[config.mk]
export PLATFORM = sky130hd
export DESIGN_NAME = wb2ahb
export DESIGN_NICKNAME = d
export VERILOG_FILES = /design/src/rtl/wb2ahb_pkg.sv /design/src/rtl/wb2ahb_sel_decode.sv /design/src/rtl/wb2ahb.sv
export SDC_FILE = /design/constraint.sdc
export NUM_CORES = 1
export LEC_CHECK = 0
export BUFFER_PORTS_ARGS = -buffer_cell sky130_fd_sc_hd__buf_2
export CORE_MARGIN = 2
export CORE_UTILIZATION = 45
export CTS_BUF_LIST = sky130_fd_sc_hd__clkbuf_4
export CTS_CLUSTER_SIZE = 28
export DETAILED_ROUTE_END_ITERATION = 8
export PLACE_DENSITY = 0.73
export SYNTH_ARGS = -nofsm -noshare
export SYNTH_HDL_FRONTEND = slang
export SYNTH_SLANG_ARGS = --single-unit
[constraint.sdc]
create_clock -name hclk -period 4.1 [get_ports hclk]
set_clock_uncertainty 0.2 [all_clocks]
set_input_delay 0.82 -clock hclk [delete_from_list [all_inputs] [get_ports hclk]]
set_output_delay 0.82 -clock hclk [all_outputs]
set_load 0.02 [all_outputs]
[src/rtl/wb2ahb_pkg.sv]
// wb2ahb_pkg: shared AHB encodings and bridge FSM state type for the
// Wishbone-slave to AHB-master bridge.
package wb2ahb_pkg;

  // AHB transfer types (only IDLE and NONSEQ are ever issued)
  localparam logic [1:0] HTRANS_IDLE   = 2'b00;
  localparam logic [1:0] HTRANS_NONSEQ = 2'b10;

  // AHB slave response codes
  localparam logic [1:0] HRESP_OKAY  = 2'b00;
  localparam logic [1:0] HRESP_ERROR = 2'b01;
  localparam logic [1:0] HRESP_RETRY = 2'b10;
  localparam logic [1:0] HRESP_SPLIT = 2'b11;

  // AHB transfer sizes
  localparam logic [2:0] HSIZE_BYTE = 3'b000;
  localparam logic [2:0] HSIZE_HALF = 3'b001;
  localparam logic [2:0] HSIZE_WORD = 3'b010;

  // Only single transfers are issued
  localparam logic [2:0] HBURST_SINGLE = 3'b000;

  // Bridge FSM states
  typedef enum logic [2:0] {
    ST_IDLE  = 3'd0,
    ST_REQ   = 3'd1,
    ST_ADDR  = 3'd2,
    ST_DATA  = 3'd3,
    ST_RESP1 = 3'd4,
    ST_DONE  = 3'd5
  } state_e;

endpackage

[src/rtl/wb2ahb_sel_decode.sv]
// wb2ahb_sel_decode: combinational decode of Wishbone byte-lane selects
// into an AHB transfer size and the low two address bits (little-endian).
// Ports:
//   sel    in  4  Wishbone byte-lane selects
//   legal  out 1  pattern maps onto a naturally aligned byte/half/word
//   hsize  out 3  AHB size code for the pattern
//   offset out 2  byte offset of the lowest selected lane
module wb2ahb_sel_decode
  import wb2ahb_pkg::*;
(
  input  logic [3:0] sel,
  output logic       legal,
  output logic [2:0] hsize,
  output logic [1:0] offset
);

  // Map each legal lane pattern onto size/offset; everything else is illegal
  always_comb begin
    legal  = 1'b0;
    hsize  = HSIZE_WORD;
    offset = 2'b00;
    case (sel)
      4'b1111: begin legal = 1'b1; hsize = HSIZE_WORD; offset = 2'b00; end
      4'b0011: begin legal = 1'b1; hsize = HSIZE_HALF; offset = 2'b00; end
      4'b1100: begin legal = 1'b1; hsize = HSIZE_HALF; offset = 2'b10; end
      4'b0001: begin legal = 1'b1; hsize = HSIZE_BYTE; offset = 2'b00; end
      4'b0010: begin legal = 1'b1; hsize = HSIZE_BYTE; offset = 2'b01; end
      4'b0100: begin legal = 1'b1; hsize = HSIZE_BYTE; offset = 2'b10; end
      4'b1000: begin legal = 1'b1; hsize = HSIZE_BYTE; offset = 2'b11; end
      default: begin legal = 1'b0; hsize = HSIZE_WORD; offset = 2'b00; end
    endcase
  end

endmodule

[src/rtl/wb2ahb.sv]
// wb2ahb: Wishbone classic-cycle slave to AHB master bridge. Each Wishbone
// read/write is replayed as one AHB SINGLE/NONSEQ transfer after arbitration.
// RETRY/SPLIT responses re-arbitrate and re-issue up to RETRY_MAX times.
// Ports:
//   hclk, hresetn              clock, synchronous active-low reset
//   adr_i/dat_i/sel_i/we_i     Wishbone word address, write data, lanes, dir
//   cyc_i/stb_i                Wishbone cycle and strobe
//   dat_o/ack_o/err_o          Wishbone read data and one-cycle completions
//   hbusreq/hlock/hgrant       AHB arbitration (hlock tied low)
//   haddr/htrans/hwrite/hsize/hburst/hwdata   AHB master address/data
//   hrdata/hready/hresp        AHB slave response
module wb2ahb
  import wb2ahb_pkg::*;
#(
  parameter int AWIDTH    = 32,
  parameter int DWIDTH    = 32,
  parameter int RETRY_MAX = 4
) (
  input  logic              hclk,
  input  logic              hresetn,
  input  logic [AWIDTH-3:0] adr_i,
  input  logic [DWIDTH-1:0] dat_i,
  input  logic [3:0]        sel_i,
  input  logic              we_i,
  input  logic              cyc_i,
  input  logic              stb_i,
  output logic [DWIDTH-1:0] dat_o,
  output logic              ack_o,
  output logic              err_o,
  output logic              hbusreq,
  output logic              hlock,
  input  logic              hgrant,
  output logic [AWIDTH-1:0] haddr,
  output logic [1:0]        htrans,
  output logic              hwrite,
  output logic [2:0]        hsize,
  output logic [2:0]        hburst,
  output logic [DWIDTH-1:0] hwdata,
  input  logic [DWIDTH-1:0] hrdata,
  input  logic              hready,
  input  logic [1:0]        hresp
);

  // Counter must be able to hold RETRY_MAX+1 so the overflow is visible
  localparam int              CNT_W   = $clog2(RETRY_MAX + 2);
  localparam logic [CNT_W-1:0] CNT_ONE = CNT_W'(1);
  localparam logic [CNT_W-1:0] CNT_MAX = CNT_W'(RETRY_MAX);

  state_e              state_r;
  logic [AWIDTH-3:0]   adr_r;
  logic [DWIDTH-1:0]   wdat_r;
  logic                we_r;
  logic [2:0]          size_r;
  logic [1:0]          off_r;
  logic                err_flag_r;   // RESP1 cause: 1 = ERROR, 0 = RETRY/SPLIT
  logic                started_r;    // an AHB address phase has been issued
  logic [CNT_W-1:0]    retry_cnt_r;

  logic                sel_legal_s;
  logic [2:0]          sel_size_s;
  logic [1:0]          sel_off_s;
  logic [CNT_W-1:0]    retry_nxt_s;

  wb2ahb_sel_decode u_sel_decode (
    .sel    (sel_i),
    .legal  (sel_legal_s),
    .hsize  (sel_size_s),
    .offset (sel_off_s)
  );

  assign retry_nxt_s = retry_cnt_r + CNT_ONE;
  assign hlock       = 1'b0;
  assign hburst      = HBURST_SINGLE;

  // Bridge FSM with all AHB/Wishbone outputs registered on the transitions
  always_ff @(posedge hclk) begin
    if (!hresetn) begin
      state_r     <= ST_IDLE;
      adr_r       <= '0;
      wdat_r      <= '0;
      we_r        <= 1'b0;
      size_r      <= HSIZE_WORD;
      off_r       <= 2'b00;
      err_flag_r  <= 1'b0;
      started_r   <= 1'b0;
      retry_cnt_r <= '0;
      dat_o       <= '0;
      ack_o       <= 1'b0;
      err_o       <= 1'b0;
      hbusreq     <= 1'b0;
      haddr       <= '0;
      htrans      <= HTRANS_IDLE;
      hwrite      <= 1'b0;
      hsize       <= HSIZE_WORD;
      hwdata      <= '0;
    end else begin
      // Completions are single-cycle pulses
      ack_o <= 1'b0;
      err_o <= 1'b0;
      case (state_r)
        ST_IDLE: begin
          if (cyc_i && stb_i) begin
            adr_r  <= adr_i;
            wdat_r <= dat_i;
            we_r   <= we_i;
            size_r <= sel_size_s;
            off_r  <= sel_off_s;
            if (sel_legal_s) begin
              state_r <= ST_REQ;
              hbusreq <= 1'b1;
            end else begin
              // Unencodable lane pattern: reject without touching AHB
              state_r <= ST_DONE;
              err_o   <= 1'b1;
            end
          end else begin
            state_r <= ST_IDLE;
          end
        end
        ST_REQ: begin
          // Abort is only allowed before the first address phase; a
          // re-request after RETRY/SPLIT must run to completion.
          if (!cyc_i && !started_r) begin
            state_r <= ST_IDLE;
            hbusreq <= 1'b0;
          end else if (hgrant && hready) begin
            state_r   <= ST_ADDR;
            started_r <= 1'b1;
            haddr     <= {adr_r, off_r};
            hwrite    <= we_r;
            hsize     <= size_r;
            htrans    <= HTRANS_NONSEQ;
          end else begin
            state_r <= ST_REQ;
          end
        end
        ST_ADDR: begin
          // Address/control hold until the previous data phase frees the bus
          if (hready) begin
            state_r <= ST_DATA;
            htrans  <= HTRANS_IDLE;
            hbusreq <= 1'b0;
            hwdata  <= wdat_r;
          end else begin
            state_r <= ST_ADDR;
          end
        end
        ST_DATA: begin
          if (hready) begin
            state_r <= ST_DONE;
            if (hresp == HRESP_OKAY) begin
              if (!we_r) begin
                dat_o <= hrdata;
              end else begin
                dat_o <= dat_o;
              end
              ack_o <= cyc_i;
            end else begin
              // Single-cycle non-OKAY response is a slave protocol error
              err_o <= cyc_i;
            end
          end else if (hresp == HRESP_ERROR) begin
            state_r    <= ST_RESP1;
            err_flag_r <= 1'b1;
          end else if ((hresp == HRESP_RETRY) || (hresp == HRESP_SPLIT)) begin
            state_r    <= ST_RESP1;
            err_flag_r <= 1'b0;
          end else begin
            state_r <= ST_DATA;
          end
        end
        ST_RESP1: begin
          if (hready) begin
            if (err_flag_r) begin
              state_r <= ST_DONE;
              err_o   <= cyc_i;
            end else begin
              retry_cnt_r <= retry_nxt_s;
              if (retry_nxt_s > CNT_MAX) begin
                state_r <= ST_DONE;
                err_o   <= cyc_i;
              end else begin
                state_r <= ST_REQ;
                hbusreq <= 1'b1;
              end
            end
          end else begin
            state_r <= ST_RESP1;
          end
        end
        ST_DONE: begin
          // ack/err was gated with cyc_i as the bridge entered DONE
          state_r     <= ST_IDLE;
          retry_cnt_r <= '0;
          started_r   <= 1'b0;
        end
        default: begin
          state_r <= ST_IDLE;
          hbusreq <= 1'b0;
          htrans  <= HTRANS_IDLE;
        end
      endcase
    end
  end

endmodule

==> out/results.ini <==
[logic_synthesis]
yosys.area_share.adder_pct = 0.379
synthCells = 826
synth_compound_area_share_pct = 15.1
synth.most_common_cell = nand2_1
synthArstFlopShare_pct = 0
yosys.area.top_type = dfxtp_1
yosys.area.top_type_share_pct = 54.0
yosys.cell_types.count = 47
synthMuxAreaShare_pct = 0.152
yosys.area_share.simple_pct = 24.6
yosys_warnings = 0
ys.flop_type = dfxtp_1
synthTopCellsByCount = nand2_1 (325), dfxtp_1 (178), a21oi_1 (169), clkbuf_1 (31), buf_2 (15)
synthesis.area_mm2 = 0.00660
yosysSeqAreaShare_pct = 54.0
postSynthAreaPerCell_um2 = 7.99
synthTopCellsByArea = dfxtp_1 (54%), nand2_1 (18%), a21oi_1 (13%)
ys_ff_latch = 178
synth_top_family_by_area = simple AND/OR/NAND/NOR gates
synth_edf_count = 0
synth_xor_xnor_area_share_pct = 0.265

[placement]
gp_congestion = 0.857
dp_cells = 1170
pre_cts_ws_ns = 1.45
dpl.hpwl_mm = 10.9
numPortBuffers = 209

[global_route]
grt_max_degree = 89
grt_pass1_vias = 5305
grt_usage_pct = 20.6
overflow = 0
antenna_found_initial = 5
grt_pass1_wl_mm = 26.3

[clock_tree]
htreeDepth = 4
cts_made_buffers = 17
postCtsSetupBuffers = 0
cts_tree = built
post_cts_resized = 0
root_buffer = clkbuf_4
clk_pin_slew_worst_paths_ns = 0.13
clock_latency_ns = 0.56
cts_hold_buf = 0
clk_path_buf_depth = 2
cts_sinks = 178

[detailed_routing]
drc_errors = 0
drt_first_pass_iters = 4
routed_wl_mm = 16.3
wl_per_cell_um = 13.5
first_iter_violations = 411
vias = 5841
postRouteAntennaNets = 0
vias_per_cell = 4.84

[timing]
finalMaxSlewViolations = 0
tightestPinTransition_ns = 0.673
setup_ws_ns = 1.78
setup_viol = 0
hold_violations = 0
rsz0062_at_grt = no
setup_tns_ns = 0
finalCritPeriodShare_pct = 56.7
fmax_mhz = 430
period_needed_ns = 2.32
slew_headroom_pct = 55.1

[die]
start_util_pct = 45.7
coreArea_mm2 = 0.0144
die_width_um = 125
die_area_mm2 = 0.0156
die_h_um = 125
std_cell_rows = 44
num_io_pins = 216

[power_and_ir_drop]
p_per_area_mw_per_mm2 = 390
irDropWorstVdd_v = 0.000185
p_leak_nw = 3.28

[worst_setup_path]
arrival_ns = 2.61
cp-start-kind = register
setup.worst_path.end_class = register
worst_path_max_delay_cell = and2b_2
cp_data_required_time_ns = 4.38
critPathKind = reg -> reg
crit_path_cell_trace = nor3_4 -> and2b_2 -> buf_4 -> nand2_1 -> a21oi_1
slowest_delay_ns = 0.63
cp_max_fo = 35

[layout]
regArea_mm2 = 0.00356
drive_above_1_share_pct = 26.7
final_cells = 1207
nets = 1114
utilization_pct = 55.3
fillers = 1408
area_growth_pct = 20.9
multi_input_area_mm2 = 0.00270

[flow_run]
cap_viol_max_count = 0

[run_status]
outcome = finished clean

[worst_hold_path]
hp-class = reg -> reg

-- per-layer routing --
metal | GRT usage [%] | routed length, um | vias to the layer above | part of all wire [%]
met2 | 32.0 | 7290 | 153 | 45
met3 | 8.26 | 1220 | 17 | 7.5
met5 | 0 | 13 | - | 0.080
met4 | 5.16 | 172 | 2 | 1.1
met1 | 26.9 | 7650 | 2618 | 47
li1 | - | - | 3051 | -
-- kinds of logic after synthesis --
kind of cell,after synthesis
XOR/XNOR,2
multiplexers,1
AO/OA/AOI/OAI,192
AND/OR/NAND/NOR,385
adder cells (fa/ha/maj),2
other,1
buffers and inverters,65
flip-flops,178
-- power breakdown --
| group | total [W] | switching, W | internal [W] |
|---|---|---|---|
| Combinational | 0.000215 | 0.000132 | 0.0000833 |
| Sequential | 0.00179 | 0.0000252 | 0.00177 |
| Clock | 0.00110 | 0.000572 | 0.000526 |
| Total | 0.00311 | 0.000729 | 0.00238 |
-- placed cells by master, fill, tap and decap left out, types with 4 or more instances in the layout --
master / count
o21ai_0: 9
buf_2: 209
bufinv_16: 4
a31oi_1: 5
a21oi_1: 169
nor3_1: 4
nand2b_1: 5
nand2_2: 9
buf_4: 9
conb_1: 6
dfxtp_1: 178
nand2_1: 325
nor2_1: 11
nor2b_1: 4
diode_2: 5
clkbuf_4: 23
-- worst max-delay path, delay by kind of cell, from the launching register on --
kind,cells,cell delay (ns)
AOI/OAI and AO/OA,1,0.13
buffers and inverters,1,0.40
and+or+nand+nor,3,1.01
DFF,1,0.51
-- state kept, by name (all words and copies together) (netlist names) --
register	flops
hbusreq	1
state_r	3
adr_r	30
size_r	2
err_o	1
hwdata	32
we_r	1
started_r	1
hwrite	1
err_flag_r	1
wdat_r	32
off_r	2
ack_o	1
dat_o	32
haddr	32
hsize	2
htrans	1
retry_cnt_r	3
-- layout make-up --
type                       count  share of cell area, %
antenna                        5                  0.157
clock buffer                  23                   2.17
clock inverter                 9                   1.95
inverter                       1                 0.0784
multi-input combinational    588                   33.9
sequential                   178                   44.7
tap                          184                   2.89
timing repair buffer         219                   14.2
-- stage by stage --
stage          instance area [um2]  hold WS [ns]  power, W
4_1_cts                       7960         0.218   0.00314
2_1_floorplan                 6620         0.232   0.00196
3_3_place_gp                  7630         0.237   0.00204
3_5_place_dp                  7630         0.242   0.00205
5_1_grt                       7970         0.181   0.00325
6_report                      7980         0.249   0.00311
-- final timing paths --
check        startpoint  cells past startpoint  slack [ns]         to
max          state_r[0]                      5        1.78  adr_r[16]
min           adr_r[14]                      2        0.25  haddr[16]
min reg2reg   adr_r[14]                      2        0.25  haddr[16]
max reg2reg  state_r[0]                      5        1.78  adr_r[16]
No activity file was read; power rests on OpenSTA's default activity.
